### src/rtl/deser_pkg.sv
// Shared constants and state encoding for the deserializer receive path.
package deser_pkg;

  localparam int DATA_W    = 16;
  localparam int LEN_W     = 8;
  localparam int BIT_CNT_W = $clog2(DATA_W);

  typedef enum logic [1:0] {
    IDLE  = 2'd0,
    ARMED = 2'd1,
    RECV  = 2'd2
  } deser_state_e;

endpackage

### src/rtl/deserializer_if.sv
// Control, serial input and word output bundle of the deserializer.
interface deserializer_if;
  import deser_pkg::*;

  logic              start;
  logic [LEN_W-1:0]  length_in;
  logic              bit_i;
  logic              bit_valid_i;
  logic [DATA_W-1:0] data_o;
  logic              data_valid_o;
  logic [LEN_W-1:0]  word_cnt_o;
  logic              frame_done_o;
  logic              frame_err_o;
  logic              busy_o;

  modport master (
    output start, length_in, bit_i, bit_valid_i,
    input  data_o, data_valid_o, word_cnt_o, frame_done_o, frame_err_o, busy_o
  );

  modport slave (
    input  start, length_in, bit_i, bit_valid_i,
    output data_o, data_valid_o, word_cnt_o, frame_done_o, frame_err_o, busy_o
  );

endinterface

### src/rtl/deser_bit_assembler.sv
// Shift register and bit counter that rebuild one word from the serial stream.
// Bit order selected by DESERIALIZER_MSB_FIRST_EN (default: LSB first).
module deser_bit_assembler
  import deser_pkg::*;
(
  input  logic              clk,
  input  logic              rst_n,
  input  logic              clear,
  input  logic              shift_en,
  input  logic              bit_i,
  output logic [DATA_W-1:0] word_nxt_o,
  output logic              last_bit_o
);

  logic [DATA_W-1:0]    shreg;
  logic [BIT_CNT_W-1:0] bit_cnt;

  always_comb begin
`ifdef DESERIALIZER_MSB_FIRST_EN
    word_nxt_o = {shreg[DATA_W-2:0], bit_i};
`else
    word_nxt_o = {bit_i, shreg[DATA_W-1:1]};
`endif
  end

  // High while the bit being presented would complete the word.
  assign last_bit_o = (bit_cnt == BIT_CNT_W'(DATA_W-1));

  always_ff @(posedge clk or negedge rst_n) begin
    if (!rst_n) begin
      shreg   <= '0;
      bit_cnt <= '0;
    end else if (clear) begin
      shreg   <= '0;
      bit_cnt <= '0;
    end else if (shift_en) begin
      shreg   <= word_nxt_o;
      bit_cnt <= bit_cnt + BIT_CNT_W'(1);
    end
  end

endmodule

### src/rtl/deserializer.sv
// Frame-level deserializer: arms on start, reassembles words, counts them against
// the programmed length. Bit order selectable via DESERIALIZER_MSB_FIRST_EN.
//
// state | meaning
// IDLE  | waiting for start; serial input ignored
// ARMED | length latched, waiting for the first valid bit
// RECV  | receiving; any invalid cycle aborts the frame
module deserializer
  import deser_pkg::*;
(
  input  logic           clk,
  input  logic           rst_n,
  deserializer_if.slave  bus
);

  deser_state_e state_q, state_d;

  logic [LEN_W-1:0]  len_reg;
  logic [LEN_W-1:0]  word_cnt;
  logic [DATA_W-1:0] data_q;
  logic              data_valid_q, frame_done_q, frame_err_q;

  logic              load, shift, complete, last_word, err;
  logic [DATA_W-1:0] word_nxt;
  logic              last_bit;
  logic [LEN_W:0]    len_ext, cnt_inc;

  // A programmed length of 0 stands for a full 2^LEN_W-word frame.
  assign len_ext = (len_reg == '0) ? {1'b1, {LEN_W{1'b0}}} : {1'b0, len_reg};
  assign cnt_inc = {1'b0, word_cnt} + (LEN_W+1)'(1);

  deser_bit_assembler u_asm (
    .clk        (clk),
    .rst_n      (rst_n),
    .clear      (load | err),
    .shift_en   (shift),
    .bit_i      (bus.bit_i),
    .word_nxt_o (word_nxt),
    .last_bit_o (last_bit)
  );

  always_ff @(posedge clk or negedge rst_n) begin
    if (!rst_n) state_q <= IDLE;
    else        state_q <= state_d;
  end

  always_comb begin
    state_d   = state_q;
    load      = 1'b0;
    shift     = 1'b0;
    complete  = 1'b0;
    last_word = 1'b0;
    err       = 1'b0;
    case (state_q)
      IDLE: begin
        if (bus.start) begin
          load    = 1'b1;
          state_d = ARMED;
        end
      end
      ARMED: begin
        if (bus.bit_valid_i) begin
          shift   = 1'b1;
          state_d = RECV;
        end
      end
      RECV: begin
        if (bus.bit_valid_i) begin
          shift = 1'b1;
        end else begin
          err     = 1'b1;
          state_d = IDLE;
        end
      end
      default: state_d = IDLE;
    endcase
    if (shift && last_bit) begin
      complete = 1'b1;
      if (cnt_inc == len_ext) begin
        last_word = 1'b1;
        state_d   = IDLE;
      end
    end
  end

  always_ff @(posedge clk or negedge rst_n) begin
    if (!rst_n) begin
      len_reg      <= '0;
      word_cnt     <= '0;
      data_q       <= '0;
      data_valid_q <= 1'b0;
      frame_done_q <= 1'b0;
      frame_err_q  <= 1'b0;
    end else begin
      data_valid_q <= complete;
      frame_done_q <= last_word;
      frame_err_q  <= err;
      if (load) begin
        len_reg  <= bus.length_in;
        word_cnt <= '0;
      end else if (complete) begin
        data_q   <= word_nxt;
        word_cnt <= word_cnt + LEN_W'(1);
      end
    end
  end

  assign bus.data_o       = data_q;
  assign bus.data_valid_o = data_valid_q;
  assign bus.word_cnt_o   = word_cnt;
  assign bus.frame_done_o = frame_done_q;
  assign bus.frame_err_o  = frame_err_q;
  assign bus.busy_o       = (state_q != IDLE);

endmodule

### src/flat_wrapper.sv
// flat-port wrapper written by rule: the top's interface ports become plain ports
module deserializer_flat import deser_pkg::*;
  (clk, rst_n, bus_start, bus_length_in, bus_bit_i, bus_bit_valid_i, bus_data_o, bus_data_valid_o, bus_word_cnt_o, bus_frame_done_o, bus_frame_err_o, bus_busy_o);
  deserializer_if bus_i ();
  input  logic clk;
  input  logic rst_n;
  input wire logic [$bits(bus_i.start)-1:0] bus_start;
  input wire logic [$bits(bus_i.length_in)-1:0] bus_length_in;
  input wire logic [$bits(bus_i.bit_i)-1:0] bus_bit_i;
  input wire logic [$bits(bus_i.bit_valid_i)-1:0] bus_bit_valid_i;
  output wire logic [$bits(bus_i.data_o)-1:0] bus_data_o;
  output wire logic [$bits(bus_i.data_valid_o)-1:0] bus_data_valid_o;
  output wire logic [$bits(bus_i.word_cnt_o)-1:0] bus_word_cnt_o;
  output wire logic [$bits(bus_i.frame_done_o)-1:0] bus_frame_done_o;
  output wire logic [$bits(bus_i.frame_err_o)-1:0] bus_frame_err_o;
  output wire logic [$bits(bus_i.busy_o)-1:0] bus_busy_o;
  assign bus_i.start = bus_start;
  assign bus_i.length_in = bus_length_in;
  assign bus_i.bit_i = bus_bit_i;
  assign bus_i.bit_valid_i = bus_bit_valid_i;
  assign bus_data_o = bus_i.data_o;
  assign bus_data_valid_o = bus_i.data_valid_o;
  assign bus_word_cnt_o = bus_i.word_cnt_o;
  assign bus_frame_done_o = bus_i.frame_done_o;
  assign bus_frame_err_o = bus_i.frame_err_o;
  assign bus_busy_o = bus_i.busy_o;
  deserializer u_core (.clk(clk), .rst_n(rst_n), .bus(bus_i));
endmodule
### config.mk
export PLATFORM = sky130hd
export DESIGN_NAME = deserializer_flat
export DESIGN_NICKNAME = d
export VERILOG_FILES = /design/src/rtl/deser_pkg.sv /design/src/rtl/deserializer_if.sv /design/src/rtl/deser_bit_assembler.sv /design/src/rtl/deserializer.sv /design/src/flat_wrapper.sv
export SDC_FILE = /design/constraint.sdc
export NUM_CORES = 1
export LEC_CHECK = 0
export ABC_AREA = 1
export BUFFER_PORTS_ARGS = -buffer_cell sky130_fd_sc_hd__buf_4
export CORE_MARGIN = 2
export CORE_UTILIZATION = 34
export CTS_CLUSTER_DIAMETER = 80
export DETAILED_ROUTE_END_ITERATION = 7
export GPL_TIMING_DRIVEN = 1
export MAX_ROUTING_LAYER = met4
export PLACE_DENSITY = 0.55
export SLEW_MARGIN = 20
export SYNTH_ARGS = -nofsm -noshare
export SYNTH_HDL_FRONTEND = slang
export SYNTH_SLANG_ARGS = --single-unit
### constraint.sdc
create_clock -name clk -period 2.2 [get_ports clk]
set_clock_uncertainty 0.05 [all_clocks]
set_input_delay 0.22 -clock clk [delete_from_list [all_inputs] [get_ports clk]]
set_output_delay 0.22 -clock clk [all_outputs]
set_load 0.01 [all_outputs]
==> results.cfg, run 1 <==
[outcome]
status = finished, final reports clean

[global_route]
global_route_wire_length_before_repair_mm = 10.2
pin_count_of_the_biggest_net_entering_global_routing = 57
vias_in_the_first_global_route = 2156
global_route.usage.total = 0.151
grt_antenna_before_repair = 0
grt_overflow_total = 0

[logic_synthesis]
ys_seq_area_frac = 0.515
synth-warning-count = 0
post_synth_inst_count = 337
yosysTopAreaCellShare = 0.515
postSynthRegisterBits = 56
synthesis.area_per_instance_um2 = 8.08
synthTopCellsByArea = dfrtp_1 51%, nand2_1 16%, inv_1 5.2%
synthDistinctLibCells = 26
syn_nets = 356
netlist_area_before_placement_um2 = 2720
synthDominantAreaCellType = dfrtp_1

[floorplanning]
io_pins = 41
die_area_um2 = 8740
die_height_um = 93.5
placementRows = 32
start_util = 0.352
core_area_um2 = 7730
die_width_um = 93.5

[sta]
timing_hold_violations_final = 0
shortest_clock_period_the_worst_path_allows_after_layout_ns = 1.88
final.setup.tns_ns = 0
setup_violation_total_in_the_final_timing_report = 0
rsz0062_at_grt = no
period_share = 0.856
maxClockFrequency_mhz = 531
worstMarginPinSlew_ns = 0.710
slew_headroom = 0.527
finalMaxSlewViolations = 0

[setup_path]
critical_path_arrival_ns = 1.99
peak_per_stage_delay_on_the_critical_path_ns = 0.48
worst_setup_end_kind = register
critPathKind = register to register
cp-start-kind = register
ff2ff_setup_slack_ns = 0.32
cp_cell_sequence = inv_1, ha_1, nand2_2, nor2_4, nand3_4, nor2_4, inv_1, o22ai_1
cp.required_ns = 2.31
highest_delay_cell_along_the_critical_path = inv_1
critical_path_fanouts_max = 21

[finish]
final_util = 0.419
fin_cells = 482
diodes = 0
largest_register_ff_count = 16
post-route-cell-area_um2 = 3240
flow.area_growth_from_synthesis_pct = 19.0
layout.filler_cells = 796
num-nets-final = 398
layout-drive-gt1-share = 0.166

[cts]
insertion_delay_ns = 0.31
ctsHoldBuffers = 1
ctsRootBufferMaster = clkbuf_8
clock_sinks = 56
cts_h_tree_depth = 2
cts_resized = 0
numCtsBuffers = 5
cts_tree = yes
max-clock-path-buffers = 2
post-cts-setup-buffers = 0
clkTransAtPathRegs_ns = 0.10

[detailed_routing]
antenna_nets_post_route = 0
detail_route.first_pass.iterations = 4
initial_drt_markers = 104
dr_total_vias = 2265
route.detailed.wl_per_inst_um = 12.7
avgViaCountPerCell = 4.70
post-route-drc-count = 0
total_length_of_routed_wires_mm = 6.12

[hold_path]
holdCritPathClass = primary input to register

[power]
p_leak_uw = 0.00164
finalPower_uw = 2830
peakVddDrop_mv = 0.377
power_per_cell_area_nw_per_um2 = 875

[flow_run]
drv_cap = 0

[placement]
dpl_cell_area_um2 = 3120
dp_hpwl_mm = 4.42
place_inst = 473
placement.io_buffers = 40
routabilityCongestion = 0.840
## worst max-delay path, delay by kind of cell, from the launching register on
kind / cells / cell delay [ns]
flip-flops: 1 / 0.39
AND/OR/NAND/NOR: 4 / 0.28
AO/OA/AOI/OAI: 1 / 0.14
buffers and inverters: 2 / 0.57
adder cells (fa/ha/maj): 1 / 0.30
## cell usage after synthesis
library cell    n
xor2_1          1
nand2_2         4
nand3_4         1
ha_1            6
nand3b_1        4
o22ai_1         1
nor2_4          4
nand3_1        25
inv_2           2
a21oi_1        19
nand4_1         2
a211oi_1        2
o21bai_1        1
clkbuf_1        3
nor2_2          2
nor3_1          1
o21a_1          1
nand2_1       117
o21ai_0        20
o21ai_1         4
nor2_1         16
xnor2_1         1
buf_6           2
dfrtp_1        56
buf_2           4
inv_1          38
## layer usage
layer | share of wire | vias up | wire length [um] | global-route usage
met1 | 0.48 | 1083 | 2920 | 0.198
met5 | 0 | - | 0 | -
met3 | 0.034 | 4 | 206 | 0.0274
met4 | 0.0049 | 0 | 30 | 0.0331
li1 | - | 1145 | - | -
met2 | 0.48 | 33 | 2960 | 0.246
## logic make-up after synthesis
| family | count (synthesis) | synth area share |
|---|---|---|
| adders and majority gates | 6 | 0.0276 |
| xor gates and xnor gates | 2 | 0.00644 |
| buffers and inverters | 49 | 0.0749 |
| and+or+nand+nor | 176 | 0.284 |
| AOI/OAI and AO/OA | 48 | 0.0924 |
| DFF | 56 | 0.515 |
## final timing paths
kind | start | end | cells after the start
max in group asynchronous | rst_n | u_core.bus.data_o[3] | 2
hold reg to reg | u_core.bus.data_o[0] | u_core.bus.data_o[0] | 2
setup / recovery | u_core.state_q[0] | u_core.bus.word_cnt_o[3] | 8
hold / removal | bus_length_in[4] | u_core.len_reg[4] | 3
setup reg to reg | u_core.state_q[0] | u_core.bus.word_cnt_o[3] | 8
min in group asynchronous | rst_n | u_core.bus.data_valid_o | 2
## layout by cell type, fill, tap and decap left out, types with 5 or more instances in the layout
master      n
a21oi_1    19
nand3_1    25
dfrtp_1    56
buf_4      43
inv_1      38
nor2_1     16
clkbuf_8    5
ha_1        6
nand2_1   117
o21ai_0    20
## cell type report
| cell class | instances | area [um^2] | share of cell area |
|---|---|---|---|
| Sequential cell | 56 | 1400 | 0.433 |
| Inverter | 40 | 150 | 0.0463 |
| Multi-Input combinational cell | 232 | 1120 | 0.345 |
| Clock inverter | 2 | 38.8 | 0.0120 |
| Tap cell | 102 | 128 | 0.0394 |
| Clock buffer | 6 | 72.6 | 0.0224 |
| Timing Repair Buffer | 44 | 333 | 0.103 |
## metrics by stage
stage                     worst slack [ns]  hold slack, ns
after floorplan                      0.616          -0.126
after CTS                            0.286          0.0476
after global placement               0.365           0.282
after detailed placement             0.295           0.276
final                                0.316          0.0612
after global routing                0.0591          0.0578
## power breakdown
group | total, uW | switching, uW | internal (uW)
sequential | 1310 | 130 | 1180
combinational | 836 | 538 | 298
clock | 687 | 342 | 345
total | 2830 | 1010 | 1820
Note: power is estimated with default switching activity, not from simulation.
==> inputs of run 2 (changes only) <==
--- a/config.mk
+++ b/config.mk
@@ -12,7 +12,6 @@
 export CTS_CLUSTER_DIAMETER = 80
 export DETAILED_ROUTE_END_ITERATION = 7
 export GPL_TIMING_DRIVEN = 1
-export MAX_ROUTING_LAYER = met4
 export PLACE_DENSITY = 0.55
 export SLEW_MARGIN = 20
 export SYNTH_ARGS = -nofsm -noshare
==> run 2 against run 1 <==
  * Critical path depth unchanged
  * Wire length down 0.18%
  * First-iteration DRC count down 4.8%
  * Global-route usage down 0.42 points
  * Largest cell class unchanged
  * Sequential share of layout area unchanged
  * Sequential power about the same
  * Clock power about the same
  * Critical endpoint unchanged
  * Design area unchanged
  * Setup slack better by 0.0018 ns
  * Combinational power about the same
  * Non-clock buffer count unchanged
  * Fmax about the same
==> results.cfg, run 2 (synthesized netlist as in run 1, its figures left out) <==
[global_route]
global_route.usage.total = 0.147
grt_overflow_total = 0
vias_in_the_first_global_route = 2157
pin_count_of_the_biggest_net_entering_global_routing = 57
grt_antenna_before_repair = 0
global_route_wire_length_before_repair_mm = 10.1

[setup_path]
peak_per_stage_delay_on_the_critical_path_ns = 0.48
cp.required_ns = 2.31
highest_delay_cell_along_the_critical_path = inv_1
critical_path_fanouts_max = 21
cp_cell_sequence = inv_1, ha_1, nand2_2, nor2_4, nand3_4, nor2_4, inv_1, o22ai_1
critPathKind = register to register
critical_path_arrival_ns = 1.99
cp-start-kind = register
worst_setup_end_kind = register

[cts]
numCtsBuffers = 5
post-cts-setup-buffers = 0
cts_tree = yes
clock_sinks = 56
clkTransAtPathRegs_ns = 0.10
cts_resized = 0
insertion_delay_ns = 0.31
max-clock-path-buffers = 2
ctsHoldBuffers = 1
ctsRootBufferMaster = clkbuf_8
cts_h_tree_depth = 2

[floorplanning]
die_height_um = 93.5
die_area_um2 = 8740
core_area_um2 = 7730
io_pins = 41
placementRows = 32
die_width_um = 93.5
start_util = 0.352

[power]
power_frac_clock = 0.243
p_leak_uw = 0.00164
power_per_cell_area_nw_per_um2 = 875
power.share.sequential = 0.463
power_switching_share = 0.356
power.net_switching_uw = 1010
internal_power_uw = 1820
peakVddDrop_mv = 0.376
comb_power_share = 0.295

[sta]
finalMaxSlewViolations = 0
rsz0062_at_grt = no
final.setup.tns_ns = 0
shortest_clock_period_the_worst_path_allows_after_layout_ns = 1.88
maxClockFrequency_mhz = 531
timing_hold_violations_final = 0
slew_headroom = 0.526
period_share = 0.855
worstMarginPinSlew_ns = 0.710
fin_hold_ws_ns = 0.0618
setup_violation_total_in_the_final_timing_report = 0

[detailed_routing]
avgViaCountPerCell = 4.68
dr_total_vias = 2257
post-route-drc-count = 0
antenna_nets_post_route = 0
initial_drt_markers = 99
detail_route.first_pass.iterations = 4
route.detailed.wl_per_inst_um = 12.7
total_length_of_routed_wires_mm = 6.11

[finish]
largest_register_ff_count = 16
num-nets-final = 398
diodes = 0
flow.area_growth_from_synthesis_pct = 19.0
mostFrequentLayoutCells = 117 x nand2_1, 56 x dfrtp_1, 43 x buf_4, 38 x inv_1, 25 x nand3_1
final_util = 0.419
layout-drive-gt1-share = 0.166
mostFrequentLayoutCell = nand2_1

[hold_path]
holdCritPathClass = primary input to register

[placement]
dp_hpwl_mm = 4.42
placement.io_buffers = 40
routabilityCongestion = 0.827

[outcome]
status = finished, final reports clean

[flow_run]
drv_cap = 0
## run 2: cell counts in the layout (fill, tap and decap cells not counted)
Identical to the previous run, type by type.
## run 2: worst max-delay path: cells and delay by family, from the launching register on
family / cells / cell delay (ns)
AND/OR/NAND/NOR: 4 / 0.28
buffers and inverters: 2 / 0.57
AO/OA/AOI/OAI: 1 / 0.14
flip-flops: 1 / 0.39
adder cells (fa/ha/maj): 1 / 0.30
## run 2: power groups by stage
| stage | Combinational, uW | Clock (uW) | Sequential (uW) |
|---|---|---|---|
| after floorplan | 621 | 0 | 1290 |
| after CTS | 848 | 718 | 1310 |
| final | 835 | 687 | 1310 |
| after global routing | 971 | 742 | 1330 |
| after detailed placement | 843 | 0 | 1330 |
| after global placement | 835 | 0 | 1330 |
## run 2: cell type report
type / count / area [um^2]
clock inverter: 2 / 38.8
clock buffer: 6 / 72.6
sequential: 56 / 1400
multi-input combinational: 232 / 1120
inverter: 40 / 150
fill: 796 / 4490
tap: 102 / 128
timing repair buffer: 44 / 333
## run 2: per-stage QoR
step	setup slack, ns	area [um^2]	std cells	total power (uW)
floorplan	0.616	2720	337	1910
global placement	0.365	3120	473	2160
detailed placement	0.295	3120	473	2180
CTS	0.286	3240	482	2880
global route	0.0613	3240	482	3050
finish	0.318	3240	482	2830
## run 2: final timing paths
check,slack [ns],cells after the start,startpoint,endpoint
max in group asynchronous,1.18,2,rst_n,u_core.bus.data_o[3]
min in group asynchronous,0.44,2,rst_n,u_core.bus.data_valid_o
min,0.06,3,bus_length_in[4],u_core.len_reg[4]
min reg2reg,0.43,2,u_core.bus.data_o[0],u_core.bus.data_o[0]
max,0.32,8,u_core.state_q[0],u_core.bus.word_cnt_o[3]
max reg2reg,0.32,8,u_core.state_q[0],u_core.bus.word_cnt_o[3]
## run 2: per-layer routing
metal / track usage / part of all wire
met3: 0.0282 / 0.036
met4: 0.0331 / 0.0049
met2: 0.246 / 0.49
met1: 0.197 / 0.47
met5: 0 / 0
==> inputs of run 3 (changes only) <==
--- a/config.mk
+++ b/config.mk
@@ -5,14 +5,13 @@
 export SDC_FILE = /design/constraint.sdc
 export NUM_CORES = 1
 export LEC_CHECK = 0
-export ABC_AREA = 1
 export BUFFER_PORTS_ARGS = -buffer_cell sky130_fd_sc_hd__buf_4
 export CORE_MARGIN = 2
-export CORE_UTILIZATION = 34
+export CORE_UTILIZATION = 30
 export CTS_CLUSTER_DIAMETER = 80
 export DETAILED_ROUTE_END_ITERATION = 7
 export GPL_TIMING_DRIVEN = 1
-export PLACE_DENSITY = 0.55
+export PLACE_DENSITY = 0.51
 export SLEW_MARGIN = 20
 export SYNTH_ARGS = -nofsm -noshare
 export SYNTH_HDL_FRONTEND = slang
==> run 3 against run 2 <==
  * Global-route usage down 2.6 points
  * Flip-flop and latch count unchanged
  * Wire length down 11%
  * Utilization down 4.7 points
  * Sequential share of layout area up 0.30 points
  * Synthesized cell count down 29%
  * Count of clock-buffer cells in the layout down 1
  * First-iteration DRC count down 43%
  * Register-to-register slack worse by 0.13 ns
  * Critical endpoint is now u_core.state_q[0]
  * Largest cell class unchanged
  * Largest power group unchanged
==> results.cfg, run 3 <==
[setup_path]
cp-start-kind = register
cp_cell_sequence = inv_1, ha_1, and2_1, nand4_2, inv_1, nand4_2, a2111oi_4, nor4_1
cp_top_family = simple AND/OR/NAND/NOR gates
critPathKind = register to register
worst_setup_end_kind = register
worstSetupStartpoint = u_core.state_q[1]
critical_path_arrival_ns = 2.16
critical_path_fanouts_max = 5
peak_per_stage_delay_on_the_critical_path_ns = 0.44
ff2ff_setup_slack_ns = 0.19
buffers_and_inverters_on_the_worst_path = 2
regToRegStartpoint = u_core.state_q[1]
cp.required_ns = 2.35
highest_delay_cell_along_the_critical_path = dfrtp_1

[detailed_routing]
dr_total_vias = 1874
avgViaCountPerCell = 4.74
total_length_of_routed_wires_mm = 5.45
route.detailed.wl_per_inst_um = 13.8
post-route-drc-count = 0
detail_route.first_pass.iterations = 4
initial_drt_markers = 56
antenna_nets_post_route = 0

[placement]
dpl_cell_area_um2 = 3110
placement.io_buffers = 40
routabilityCongestion = 0.834
dp_hpwl_mm = 3.68

[logic_synthesis]
netlist_area_before_placement_um2 = 2650
yosysTopAreaCellShare = 0.530
syn_nets = 259
ys_seq_area_frac = 0.530
postSynthRegisterBits = 56
synthesis.area_per_instance_um2 = 11.0
edff_count_synth = 0
post_synth_inst_count = 240
yosys.cell_count.top_type = dfrtp_1
synth-warning-count = 0
synthDistinctLibCells = 39
post_synth_most_frequent_cells = 56 x dfrtp_1, 41 x nand2_1, 23 x a21oi_1, 23 x mux2_2
synthTopCellsByArea = dfrtp_1 53%, mux2_2 9.8%, nand2_1 5.8%
synthDominantAreaCellType = dfrtp_1
ys_dominant_reg_cell = dfrtp_1
async_flop_share = 1.00

[finish]
num-nets-final = 305
multiInputGateArea_um2 = 1180
mostFrequentLayoutCells = 56 x dfrtp_1, 48 x buf_4, 41 x nand2_1, 23 x mux2_2, 23 x a21oi_1
layout-drive-gt1-share = 0.310
layout.filler_cells = 867
mostFrequentLayoutCell = dfrtp_1
regArea_um2 = 1400
flow.area_growth_from_synthesis_pct = 21.6
largest_register_ff_count = 16
post-route-cell-area_um2 = 3220
diodes = 0

[cts]
max-clock-path-buffers = 2
ctsRootBufferMaster = clkbuf_8
cts_tree = yes
clock_sinks = 56
post-cts-setup-buffers = 0
clkTransAtPathRegs_ns = 0.11
cts_h_tree_depth = 2
insertion_delay_ns = 0.31
numCtsBuffers = 5

[hold_path]
worst_hold_startpoint = bus_bit_valid_i
holdCritPathClass = primary input to register

[power]
peakVddDrop_mv = 0.315
power_per_cell_area_nw_per_um2 = 829
p_leak_uw = 0.00151
finalPower_uw = 2670

[sta]
finalMaxSlewViolations = 0
setup_violation_total_in_the_final_timing_report = 0
timing_hold_violations_final = 0
rsz0062_at_grt = no
shortest_clock_period_the_worst_path_allows_after_layout_ns = 2.01
final.setup.tns_ns = 0
period_share = 0.914
slew_headroom = 0.517
maxClockFrequency_mhz = 497
worstMarginPinSlew_ns = 0.725

[floorplanning]
die_width_um = 97.9
die_area_um2 = 9580
io_pins = 41
die_height_um = 97.9
core_area_um2 = 8640
start_util = 0.306
placementRows = 34

[outcome]
status = finished, final reports clean

[global_route]
pin_count_of_the_biggest_net_entering_global_routing = 57
global_route.usage.total = 0.121
grt_antenna_before_repair = 0
grt_overflow_total = 0
vias_in_the_first_global_route = 1819
global_route_wire_length_before_repair_mm = 9.36

[flow_run]
drv_cap = 0
[run 3: routing by layer]
metal,global-route usage,wire (um),vias up
met5,0,0,-
met4,0.0288,31,0
met3,0.0372,312,4
met2,0.189,2470,48
met1,0.166,2640,907
li1,-,-,915
[run 3: through the flow]
stage	hold WS, ns	instances	worst slack, ns	utilization
4_1_cts	0.0328	395	0.110	0.372
6_report	0.0500	395	0.190	0.373
3_3_place_gp	0.278	386	0.134	0.360
3_5_place_dp	0.280	386	0.119	0.360
5_1_grt	0.0278	395	0.00105	0.373
2_1_floorplan	-0.126	240	0.0788	-
[run 3: final cells by class]
cell class	instances	area share
inverters	5	0.00583
flip-flops and latches	56	0.436
clock inverters	3	0.00700
clock buffers	5	0.0214
repair buffers	50	0.121
well taps	108	0.0420
multi-input cells	168	0.367
[run 3: what timing repair did]
item	CTS	global route
hold buffers	1	0
endpoints found under the hold margin	56	0
setup endpoints to repair	0	2
gates resized for setup	0	1
[run 3: final timing paths]
kind / to / cells after the start
worst max-delay path: u_core.state_q[0] / 8
worst min-delay path: u_core.bus.frame_err_o / 2
worst max register to register: u_core.state_q[0] / 8
worst min register to register: u_core.bus.data_o[6] / 1
max in group asynchronous: u_core.u_asm.shreg[2] / 2
min in group asynchronous: u_core.bus.frame_done_o / 2
[run 3: where the power goes]
group	internal, uW	switching [uW]
Combinational	321	410
Clock	229	363
Sequential	1160	183
[run 3: cell families (layout without fill, tap and decap cells)]
logic type | count (synthesis) | in the layout | synth area share
fa+ha+maj | 6 | 6 | 0.0284
mux | 26 | 26 | 0.110
flops | 56 | 56 | 0.530
compound gates | 36 | 36 | 0.0856
xor+xnor | 18 | 18 | 0.0596
simple gates | 82 | 82 | 0.161
buf+inv | 16 | 63 | 0.0251
